==> config.mk <==
export PLATFORM = sky130hd
export DESIGN_NAME = dlart_multi_flat
export DESIGN_NICKNAME = d
export VERILOG_FILES = /design/src/rtl/dlart_pkg.sv /design/src/rtl/dlart_multi_if.sv /design/src/rtl/dlart_fifo.sv /design/src/rtl/dlart_multi.sv /design/src/flat_wrapper.sv
export SDC_FILE = /design/constraint.sdc
export NUM_CORES = 1
export LEC_CHECK = 0
export ABC_AREA = 1
export CAP_MARGIN = 20
export CORE_ASPECT_RATIO = 0.7
export CORE_UTILIZATION = 55
export DETAILED_ROUTE_END_ITERATION = 7
export PLACE_DENSITY = 0.85
export SETUP_SLACK_MARGIN = 0.15
export SKIP_CTS_REPAIR_TIMING = 1
export SYNTH_ARGS = -nofsm -noshare
export SYNTH_HDL_FRONTEND = slang
export SYNTH_SLANG_ARGS = --single-unit
==> constraint.sdc <==
create_clock -name clk -period 3.4 [get_ports clk]
set_clock_uncertainty 0.2 [all_clocks]
set_input_delay 0.34 -clock clk [delete_from_list [all_inputs] [get_ports clk]]
set_output_delay 0.34 -clock clk [all_outputs]
set_load 0.05 [all_outputs]
==> src/rtl/dlart_pkg.sv <==
// Shared constants, register selector type and base-address helper for the
// multi-channel DL11-compatible line unit.
package dlart_pkg;

    localparam logic [2:0] OffRcsr = 3'd0;
    localparam logic [2:0] OffRbuf = 3'd2;
    localparam logic [2:0] OffXcsr = 3'd4;
    localparam logic [2:0] OffXbuf = 3'd6;

    localparam int unsigned DoneBit  = 7;
    localparam int unsigned IeBit    = 6;
    localparam int unsigned MaintBit = 2;

    localparam logic [21:0] Base0Default = 22'o17777560;
    localparam logic [21:0] Base1Default = 22'o17776500;

    typedef enum logic [1:0] {
        RCSR = 2'd0,
        RBUF = 2'd1,
        XCSR = 2'd2,
        XBUF = 2'd3
    } reg_sel_t;

    // Channel 0 is the console; the rest are packed 8 bytes apart from base1.
    function automatic logic [21:0] chan_base(input int unsigned ch, input logic [21:0] base0,
                                              input logic [21:0] base1);
        return (ch == 0) ? base0 : base1 + 22'(8 * (ch - 1));
    endfunction

endpackage

==> src/rtl/dlart_multi_if.sv <==
// CPU register-access bus between the DCJ11 capture logic (master) and the
// line unit (slave).
interface dlart_multi_if;

    logic        bus_req;
    logic        bus_we;
    logic        bus_byte;
    logic [21:0] bus_addr;
    logic [15:0] bus_wdata;
    logic        bus_init;
    logic        bus_hit;
    logic [15:0] bus_rdata;
    logic        bus_rvalid;

    modport master (
        output bus_req, bus_we, bus_byte, bus_addr, bus_wdata, bus_init,
        input  bus_hit, bus_rdata, bus_rvalid
    );

    modport slave (
        input  bus_req, bus_we, bus_byte, bus_addr, bus_wdata, bus_init,
        output bus_hit, bus_rdata, bus_rvalid
    );

endinterface

==> src/rtl/dlart_fifo.sv <==
// Synchronous FIFO with async reset and sync clear; a push into a full FIFO
// is accepted only when a pop happens in the same cycle.
module dlart_fifo #(
    parameter int unsigned Width = 8,
    parameter int unsigned Depth = 4
) (
    input  logic             clk_i,
    input  logic             rst_i,
    input  logic             clr_i,
    input  logic             push_i,
    input  logic             pop_i,
    input  logic [Width-1:0] wdata_i,
    output logic             full_o,
    output logic             empty_o,
    output logic [Width-1:0] head_o
);

    localparam int unsigned PtrW = $clog2(Depth);
    localparam int unsigned CntW = PtrW + 1;

    logic [Width-1:0] mem_q [Depth];
    logic [PtrW-1:0]  wptr_q, rptr_q;
    logic [CntW-1:0]  cnt_q;
    logic             do_push, do_pop;

    assign full_o  = (cnt_q == CntW'(Depth));
    assign empty_o = (cnt_q == '0);
    assign head_o  = mem_q[rptr_q];

    assign do_pop  = pop_i & ~empty_o;
    assign do_push = push_i & (~full_o | do_pop);

    always_ff @(posedge clk_i or posedge rst_i) begin
        if (rst_i) begin
            wptr_q <= '0;
            rptr_q <= '0;
            cnt_q  <= '0;
        end else if (clr_i) begin
            wptr_q <= '0;
            rptr_q <= '0;
            cnt_q  <= '0;
        end else begin
            if (do_push) wptr_q <= wptr_q + PtrW'(1);
            if (do_pop)  rptr_q <= rptr_q + PtrW'(1);
            case ({do_push, do_pop})
                2'b10:   cnt_q <= cnt_q + CntW'(1);
                2'b01:   cnt_q <= cnt_q - CntW'(1);
                default: cnt_q <= cnt_q;
            endcase
        end
    end

    always_ff @(posedge clk_i) begin
        if (do_push) mem_q[wptr_q] <= wdata_i;
    end

endmodule

==> src/rtl/dlart_multi.sv <==
// N-channel DL11-compatible serial line unit with per-channel RX/TX FIFOs and
// host byte streams. Optional maintenance loopback: define DLART_MAINT_EN.
module dlart_multi
    import dlart_pkg::*;
#(
    parameter int unsigned NCHAN    = 1,
    parameter int unsigned RX_DEPTH = 4,
    parameter int unsigned TX_DEPTH = 4,
    parameter logic [21:0] BASE0    = Base0Default,
    parameter logic [21:0] BASE1    = Base1Default
) (
    input  logic               clk,
    input  logic               rst,
    dlart_multi_if.slave       bus,
    input  logic [8*NCHAN-1:0] host_rx_data,
    input  logic [NCHAN-1:0]   host_rx_valid,
    output logic [NCHAN-1:0]   host_rx_ready,
    output logic [8*NCHAN-1:0] host_tx_data,
    output logic [NCHAN-1:0]   host_tx_valid,
    input  logic [NCHAN-1:0]   host_tx_ready,
    output logic [NCHAN-1:0]   irq_rx,
    output logic [NCHAN-1:0]   irq_tx
);

    logic [NCHAN-1:0] hit_vec;
    reg_sel_t         sel_reg;
    logic             rd_acc, wr_acc;
    logic [21:0]      base;

    logic [NCHAN-1:0] rx_full, rx_empty, tx_full, tx_empty;
    logic [NCHAN-1:0] rx_push, rx_pop, tx_push, tx_pop;
    logic [NCHAN-1:0] maint, tx_ready;
    logic [7:0]       rx_head  [NCHAN];
    logic [7:0]       rx_wdata [NCHAN];
    logic [7:0]       tx_head  [NCHAN];

    logic [NCHAN-1:0] rie_q, tie_q;
    logic [15:0]      rdata_q, rd_mux;
    logic             rvalid_q;

    logic unused_bits;
    assign unused_bits = ^{bus.bus_byte, bus.bus_wdata[15:8], bus.bus_addr[0]};

    always_comb begin
        hit_vec = '0;
        base    = '0;
        for (int unsigned i = 0; i < NCHAN; i++) begin
            base       = chan_base(i, BASE0, BASE1);
            hit_vec[i] = (bus.bus_addr[21:3] == base[21:3]);
        end
    end

    assign sel_reg        = reg_sel_t'(bus.bus_addr[2:1]);
    assign bus.bus_hit    = |hit_vec;
    assign rd_acc         = bus.bus_req & ~bus.bus_we & bus.bus_hit;
    assign wr_acc         = bus.bus_req & bus.bus_we & bus.bus_hit;
    assign bus.bus_rdata  = rdata_q;
    assign bus.bus_rvalid = rvalid_q;

    for (genvar g = 0; g < NCHAN; g++) begin : g_chan
        logic xbuf_wr;

        assign xbuf_wr    = wr_acc & hit_vec[g] & (sel_reg == XBUF);
        assign rx_pop[g]  = rd_acc & hit_vec[g] & (sel_reg == RBUF);
        assign tx_push[g] = xbuf_wr & ~maint[g];
        // In loopback the CPU's own XBUF writes feed the receiver.
        assign rx_push[g]  = maint[g] ? xbuf_wr : (host_rx_valid[g] & host_rx_ready[g]);
        assign rx_wdata[g] = maint[g] ? bus.bus_wdata[7:0] : host_rx_data[8*g +: 8];
        assign tx_pop[g]   = host_tx_valid[g] & host_tx_ready[g];

        assign host_rx_ready[g]        = ~rx_full[g] & ~maint[g];
        assign host_tx_valid[g]        = ~tx_empty[g] & ~maint[g];
        assign host_tx_data[8*g +: 8]  = tx_head[g];
        assign tx_ready[g]             = maint[g] ? ~rx_full[g] : ~tx_full[g];
        assign irq_rx[g]               = rie_q[g] & ~rx_empty[g];
        assign irq_tx[g]               = tie_q[g] & tx_ready[g];

        dlart_fifo #(
            .Width (8),
            .Depth (RX_DEPTH)
        ) u_rx_fifo (
            .clk_i   (clk),
            .rst_i   (rst),
            .clr_i   (bus.bus_init),
            .push_i  (rx_push[g]),
            .pop_i   (rx_pop[g]),
            .wdata_i (rx_wdata[g]),
            .full_o  (rx_full[g]),
            .empty_o (rx_empty[g]),
            .head_o  (rx_head[g])
        );

        dlart_fifo #(
            .Width (8),
            .Depth (TX_DEPTH)
        ) u_tx_fifo (
            .clk_i   (clk),
            .rst_i   (rst),
            .clr_i   (bus.bus_init),
            .push_i  (tx_push[g]),
            .pop_i   (tx_pop[g]),
            .wdata_i (bus.bus_wdata[7:0]),
            .full_o  (tx_full[g]),
            .empty_o (tx_empty[g]),
            .head_o  (tx_head[g])
        );
    end

    always_comb begin
        rd_mux = '0;
        for (int unsigned i = 0; i < NCHAN; i++) begin
            if (hit_vec[i]) begin
                case (sel_reg)
                    RCSR: begin
                        rd_mux[DoneBit] = ~rx_empty[i];
                        rd_mux[IeBit]   = rie_q[i];
                    end
                    RBUF: rd_mux[7:0] = rx_empty[i] ? 8'h00 : rx_head[i];
                    XCSR: begin
                        rd_mux[DoneBit]  = tx_ready[i];
                        rd_mux[IeBit]    = tie_q[i];
                        rd_mux[MaintBit] = maint[i];
                    end
                    default: ;
                endcase
            end
        end
    end

    always_ff @(posedge clk or posedge rst) begin
        if (rst) begin
            rdata_q  <= '0;
            rvalid_q <= 1'b0;
            rie_q    <= '0;
            tie_q    <= '0;
        end else if (bus.bus_init) begin
            rdata_q  <= '0;
            rvalid_q <= 1'b0;
            rie_q    <= '0;
            tie_q    <= '0;
        end else begin
            rvalid_q <= rd_acc;
            if (rd_acc) rdata_q <= rd_mux;
            for (int unsigned i = 0; i < NCHAN; i++) begin
                if (wr_acc && hit_vec[i] && sel_reg == RCSR) rie_q[i] <= bus.bus_wdata[IeBit];
                if (wr_acc && hit_vec[i] && sel_reg == XCSR) tie_q[i] <= bus.bus_wdata[IeBit];
            end
        end
    end

`ifdef DLART_MAINT_EN
    logic [NCHAN-1:0] maint_q;

    always_ff @(posedge clk or posedge rst) begin
        if (rst) begin
            maint_q <= '0;
        end else if (bus.bus_init) begin
            maint_q <= '0;
        end else begin
            for (int unsigned i = 0; i < NCHAN; i++) begin
                if (wr_acc && hit_vec[i] && sel_reg == XCSR) maint_q[i] <= bus.bus_wdata[MaintBit];
            end
        end
    end

    assign maint = maint_q;
`else
    assign maint = '0;
`endif

endmodule

==> src/flat_wrapper.sv <==
// flat-port wrapper written by rule: the top's interface ports become plain ports
module dlart_multi_flat import dlart_pkg::*;
#(
    parameter int unsigned NCHAN    = 1,
    parameter int unsigned RX_DEPTH = 4,
    parameter int unsigned TX_DEPTH = 4,
    parameter logic [21:0] BASE0    = Base0Default,
    parameter logic [21:0] BASE1    = Base1Default
)
  (clk, rst, host_rx_data, host_rx_valid, host_rx_ready, host_tx_data, host_tx_valid, host_tx_ready, irq_rx, irq_tx, bus_bus_req, bus_bus_we, bus_bus_byte, bus_bus_addr, bus_bus_wdata, bus_bus_init, bus_bus_hit, bus_bus_rdata, bus_bus_rvalid);
  dlart_multi_if bus_i ();
  input  logic clk;
  input  logic rst;
  input  logic [8*NCHAN-1:0] host_rx_data;
  input  logic [NCHAN-1:0] host_rx_valid;
  output logic [NCHAN-1:0] host_rx_ready;
  output logic [8*NCHAN-1:0] host_tx_data;
  output logic [NCHAN-1:0] host_tx_valid;
  input  logic [NCHAN-1:0] host_tx_ready;
  output logic [NCHAN-1:0] irq_rx;
  output logic [NCHAN-1:0] irq_tx;
  input wire logic [$bits(bus_i.bus_req)-1:0] bus_bus_req;
  input wire logic [$bits(bus_i.bus_we)-1:0] bus_bus_we;
  input wire logic [$bits(bus_i.bus_byte)-1:0] bus_bus_byte;
  input wire logic [$bits(bus_i.bus_addr)-1:0] bus_bus_addr;
  input wire logic [$bits(bus_i.bus_wdata)-1:0] bus_bus_wdata;
  input wire logic [$bits(bus_i.bus_init)-1:0] bus_bus_init;
  output wire logic [$bits(bus_i.bus_hit)-1:0] bus_bus_hit;
  output wire logic [$bits(bus_i.bus_rdata)-1:0] bus_bus_rdata;
  output wire logic [$bits(bus_i.bus_rvalid)-1:0] bus_bus_rvalid;
  assign bus_i.bus_req = bus_bus_req;
  assign bus_i.bus_we = bus_bus_we;
  assign bus_i.bus_byte = bus_bus_byte;
  assign bus_i.bus_addr = bus_bus_addr;
  assign bus_i.bus_wdata = bus_bus_wdata;
  assign bus_i.bus_init = bus_bus_init;
  assign bus_bus_hit = bus_i.bus_hit;
  assign bus_bus_rdata = bus_i.bus_rdata;
  assign bus_bus_rvalid = bus_i.bus_rvalid;
  dlart_multi #(.NCHAN(NCHAN), .RX_DEPTH(RX_DEPTH), .TX_DEPTH(TX_DEPTH), .BASE0(BASE0), .BASE1(BASE1)) u_core (.clk(clk), .rst(rst), .bus(bus_i), .host_rx_data(host_rx_data), .host_rx_valid(host_rx_valid), .host_rx_ready(host_rx_ready), .host_tx_data(host_tx_data), .host_tx_valid(host_tx_valid), .host_tx_ready(host_tx_ready), .irq_rx(irq_rx), .irq_tx(irq_tx));
endmodule
==> flow_metrics.py <==
metrics = {
    "cts": {
        "clk_latency_ps": 360,
        "cts.sinks": 89,
        "clk_pin_slew_ps": 90,
        "cts_tree": "done",
        "clockBufferDepth": 2,
        "cts_made_buffers": 9,
        "root_buffer": "clkbuf_8",
        "htree_levels": 3,
    },
    "sta": {
        "tightest_slew_ps": 956,
        "period_share": 0.859,
        "setup_viol": 0,
        "hold_viol": 0,
        "maxSlewViolCount": 0,
        "fin_crit_ps": 2920,
        "fin_setup_tns_ps": 0,
        "rsz0062_at_grt": "no",
        "max_slew_margin": 0.362,
        "max_freq_ghz": 0.343,
    },
    "routing": {
        "wl_per_cell_um": 15.3,
        "via_per_inst": 5.33,
        "drt_first_pass_iters": 5,
        "drc": 0,
        "via_count": 2932,
        "wl_mm": 8.44,
        "drt-initial-drc-count": 234,
        "ant_nets": 0,
    },
    "place": {
        "placed_area_um2": 4850,
        "gp_congestion": 0.828,
        "io_buffers": 65,
        "hpwl_mm": 5.96,
        "place_inst": 534,
    },
    "finish": {
        "area_growth_pct": 23.7,
        "final_cell_count_no_fill": 550,
        "fin_nets": 515,
        "drive_gt1_frac": 0.110,
        "antennaDiodeCount": 0,
        "final_cell_area_um2": 5090,
    },
    "logic_synthesis": {
        "synthCells": 380,
        "synth-edff-count": 64,
        "synth_async_sr_flop_share": 0.281,
        "ys_seq_elements": 89,
        "ys_top_cells_by_count": "64 x edfxtp_1, 53 x nor2_1, 52 x nand2_1",
        "yosys.area.top_type": "edfxtp_1",
        "synth.most_common_cell": "edfxtp_1",
        "synth_top_flop_cell": "edfxtp_1",
        "synthTopCellsByArea": "edfxtp_1 47%, dfrtp_1 15%, nor2_1 4.8%",
        "yosysWarningCount": 0,
        "syn_area_per_cell_um2": 10.8,
        "synth_top_area_frac": 0.466,
        "seq_area_frac_synth": 0.618,
        "synth_cell_types": 41,
        "syn_area_um2": 4120,
    },
    "power_and_ir_drop": {
        "vdd_drop_max_mv": 0.377,
        "leakage_nw": 2.06,
        "p_per_area_nw_per_um2": 542,
    },
    "floorplanning": {
        "start_util": 0.588,
        "dieHeight_um": 74.4,
        "die-width_um": 105,
        "rows": 25,
        "core-area_um2": 7010,
        "pin_count": 84,
        "fp.dieArea_um2": 7850,
    },
    "worst_setup_path": {
        "arrival_ps": 2380,
        "reg2reg_from": "u_core.g_chan[0].u_rx_fifo.rptr_q[0]",
        "path_max_fanout": 17,
        "start_kind": "register",
        "worstPathRequired_ps": 2860,
        "worstSetupEndpointType": "primary output",
        "worst-setup-path-type": "reg -> out",
        "rr_endpoint": "u_core.bus.bus_rdata[7]",
        "reg2regPathDepth": 7,
        "r2r_slack_ps": 970,
    },
    "grt": {
        "grt_pass1_vias": 2724,
        "overflow": 0,
        "grt_max_degree": 26,
        "antenna_found_initial": 0,
        "track_usage": 0.230,
        "grt_pass1_wl_mm": 13.4,
    },
    "status": {
        "run_status": "finished, final reports clean",
    },
    "job": {
        "maxCapViolations": 0,
    },
    "min_path": {
        "hp-class": "in -> async",
    },
}
==> layout make-up <==
class / instances / area (µm²)
Inverter: 43 / 166
Fill cell: 480 / 1910
Sequential cell: 89 / 2550
Timing Repair Buffer: 71 / 696
Clock buffer: 9 / 124
Clock inverter: 7 / 125
Multi-Input combinational cell: 237 / 1320
Tap cell: 94 / 118
==> kinds of logic (layout without fill, tap and decap cells) <==
family,count (synthesis),count (layout),synth area share
simple gates,153,153,0.179
flops,89,89,0.618
compound gates,64,64,0.0957
buf+inv,61,130,0.0680
fa+ha+maj,10,10,0.0340
xor+xnor,2,2,0.00425
other cells,1,8,0.000910
==> critical path, cell delays in order (launching register included) <==
cell	delay [ps]
dfrtp_1	430
inv_1	400
o21ai_0	210
o22ai_1	150
clkdlybuf4s50_1	820
==> worst max path at each step <==
| stage | start | endpoint | slack [ps] | depth (start not counted) |
|---|---|---|---|---|
| global placement | bus_bus_addr[1] | u_core.g_chan[0].u_tx_fifo.cnt_q[2] | 730 | 13 |
| detailed placement | bus_bus_addr[8] | u_core.g_chan[0].u_tx_fifo.cnt_q[2] | 660 | 15 |
| global route | u_core.g_chan[0].u_tx_fifo.rptr_q[0] | host_tx_data[0] | 330 | 4 |
| CTS | u_core.g_chan[0].u_tx_fifo.rptr_q[0] | host_tx_data[1] | 510 | 4 |
| floorplan | u_core.g_chan[0].u_tx_fifo.cnt_q[0] | u_core.g_chan[0].u_tx_fifo.cnt_q[2] | 960 | 13 |
| finish | u_core.g_chan[0].u_tx_fifo.rptr_q[0] | host_tx_data[0] | 480 | 4 |
==> metrics by stage <==
| step | hold slack, ps | setup slack [ps] | power, mW | utilization |
|---|---|---|---|---|
| 2_1_floorplan | 167 | 958 | 1.68 | - |
| 3_3_place_gp | 300 | 732 | 1.87 | 0.692 |
| 3_5_place_dp | 307 | 664 | 1.89 | 0.692 |
| 4_1_cts | 327 | 510 | 2.76 | 0.727 |
| 5_1_grt | 354 | 335 | 2.87 | 0.727 |
| 6_report | 300 | 481 | 2.76 | 0.727 |
==> state kept, by name (all words and copies together), names as in the netlist <==
name	cells
u_core.bus.bus_rdata	8
u_core.rie_q	1
u_core.g_chan.u_tx_fifo.mem_q	32
u_core.g_chan.u_rx_fifo.mem_q	32
u_core.tie_q	1
u_core.g_chan.u_tx_fifo.rptr_q	2
u_core.g_chan.u_tx_fifo.wptr_q	2
u_core.bus.bus_rvalid	1
u_core.g_chan.u_tx_fifo.cnt_q	3
u_core.g_chan.u_rx_fifo.wptr_q	2
u_core.g_chan.u_rx_fifo.cnt_q	3
u_core.g_chan.u_rx_fifo.rptr_q	2
==> per-layer routing <==
layer	global-route usage	routed length, µm	share of wire	vias up
met5	0	0	0	-
met1	0.311	3780	0.45	1380
met3	0.0587	597	0.071	11
met4	0.0892	110	0.013	0
li1	-	-	-	1426
met2	0.365	3950	0.47	115
==> placed cells by master (no fill, tap or decap), types with 4 or more instances in the layout <==
| cell type | n |
|---|---|
| nand2_2 | 5 |
| o22ai_1 | 11 |
| nand4_1 | 4 |
| conb_1 | 8 |
| clkdlybuf4s50_1 | 65 |
| edfxtp_1 | 64 |
| o21ai_0 | 30 |
| ha_1 | 8 |
| clkbuf_8 | 9 |
| dfrtp_1 | 25 |
| nand3_1 | 23 |
| inv_1 | 38 |
| buf_4 | 6 |
| a21oi_1 | 8 |
| o21ai_2 | 4 |
| a32o_1 | 4 |
| nor2_1 | 53 |
| nand2_1 | 52 |
==> power breakdown <==
| part | leakage, nW | switching, mW | total (mW) | internal [mW] |
|---|---|---|---|---|
| combinational | 1.01 | 0.416 | 0.630 | 0.214 |
| sequential | 0.923 | 0.0417 | 1.25 | 1.21 |
| clock | 0.124 | 0.384 | 0.880 | 0.496 |
(Power assumes the default switching activity.)
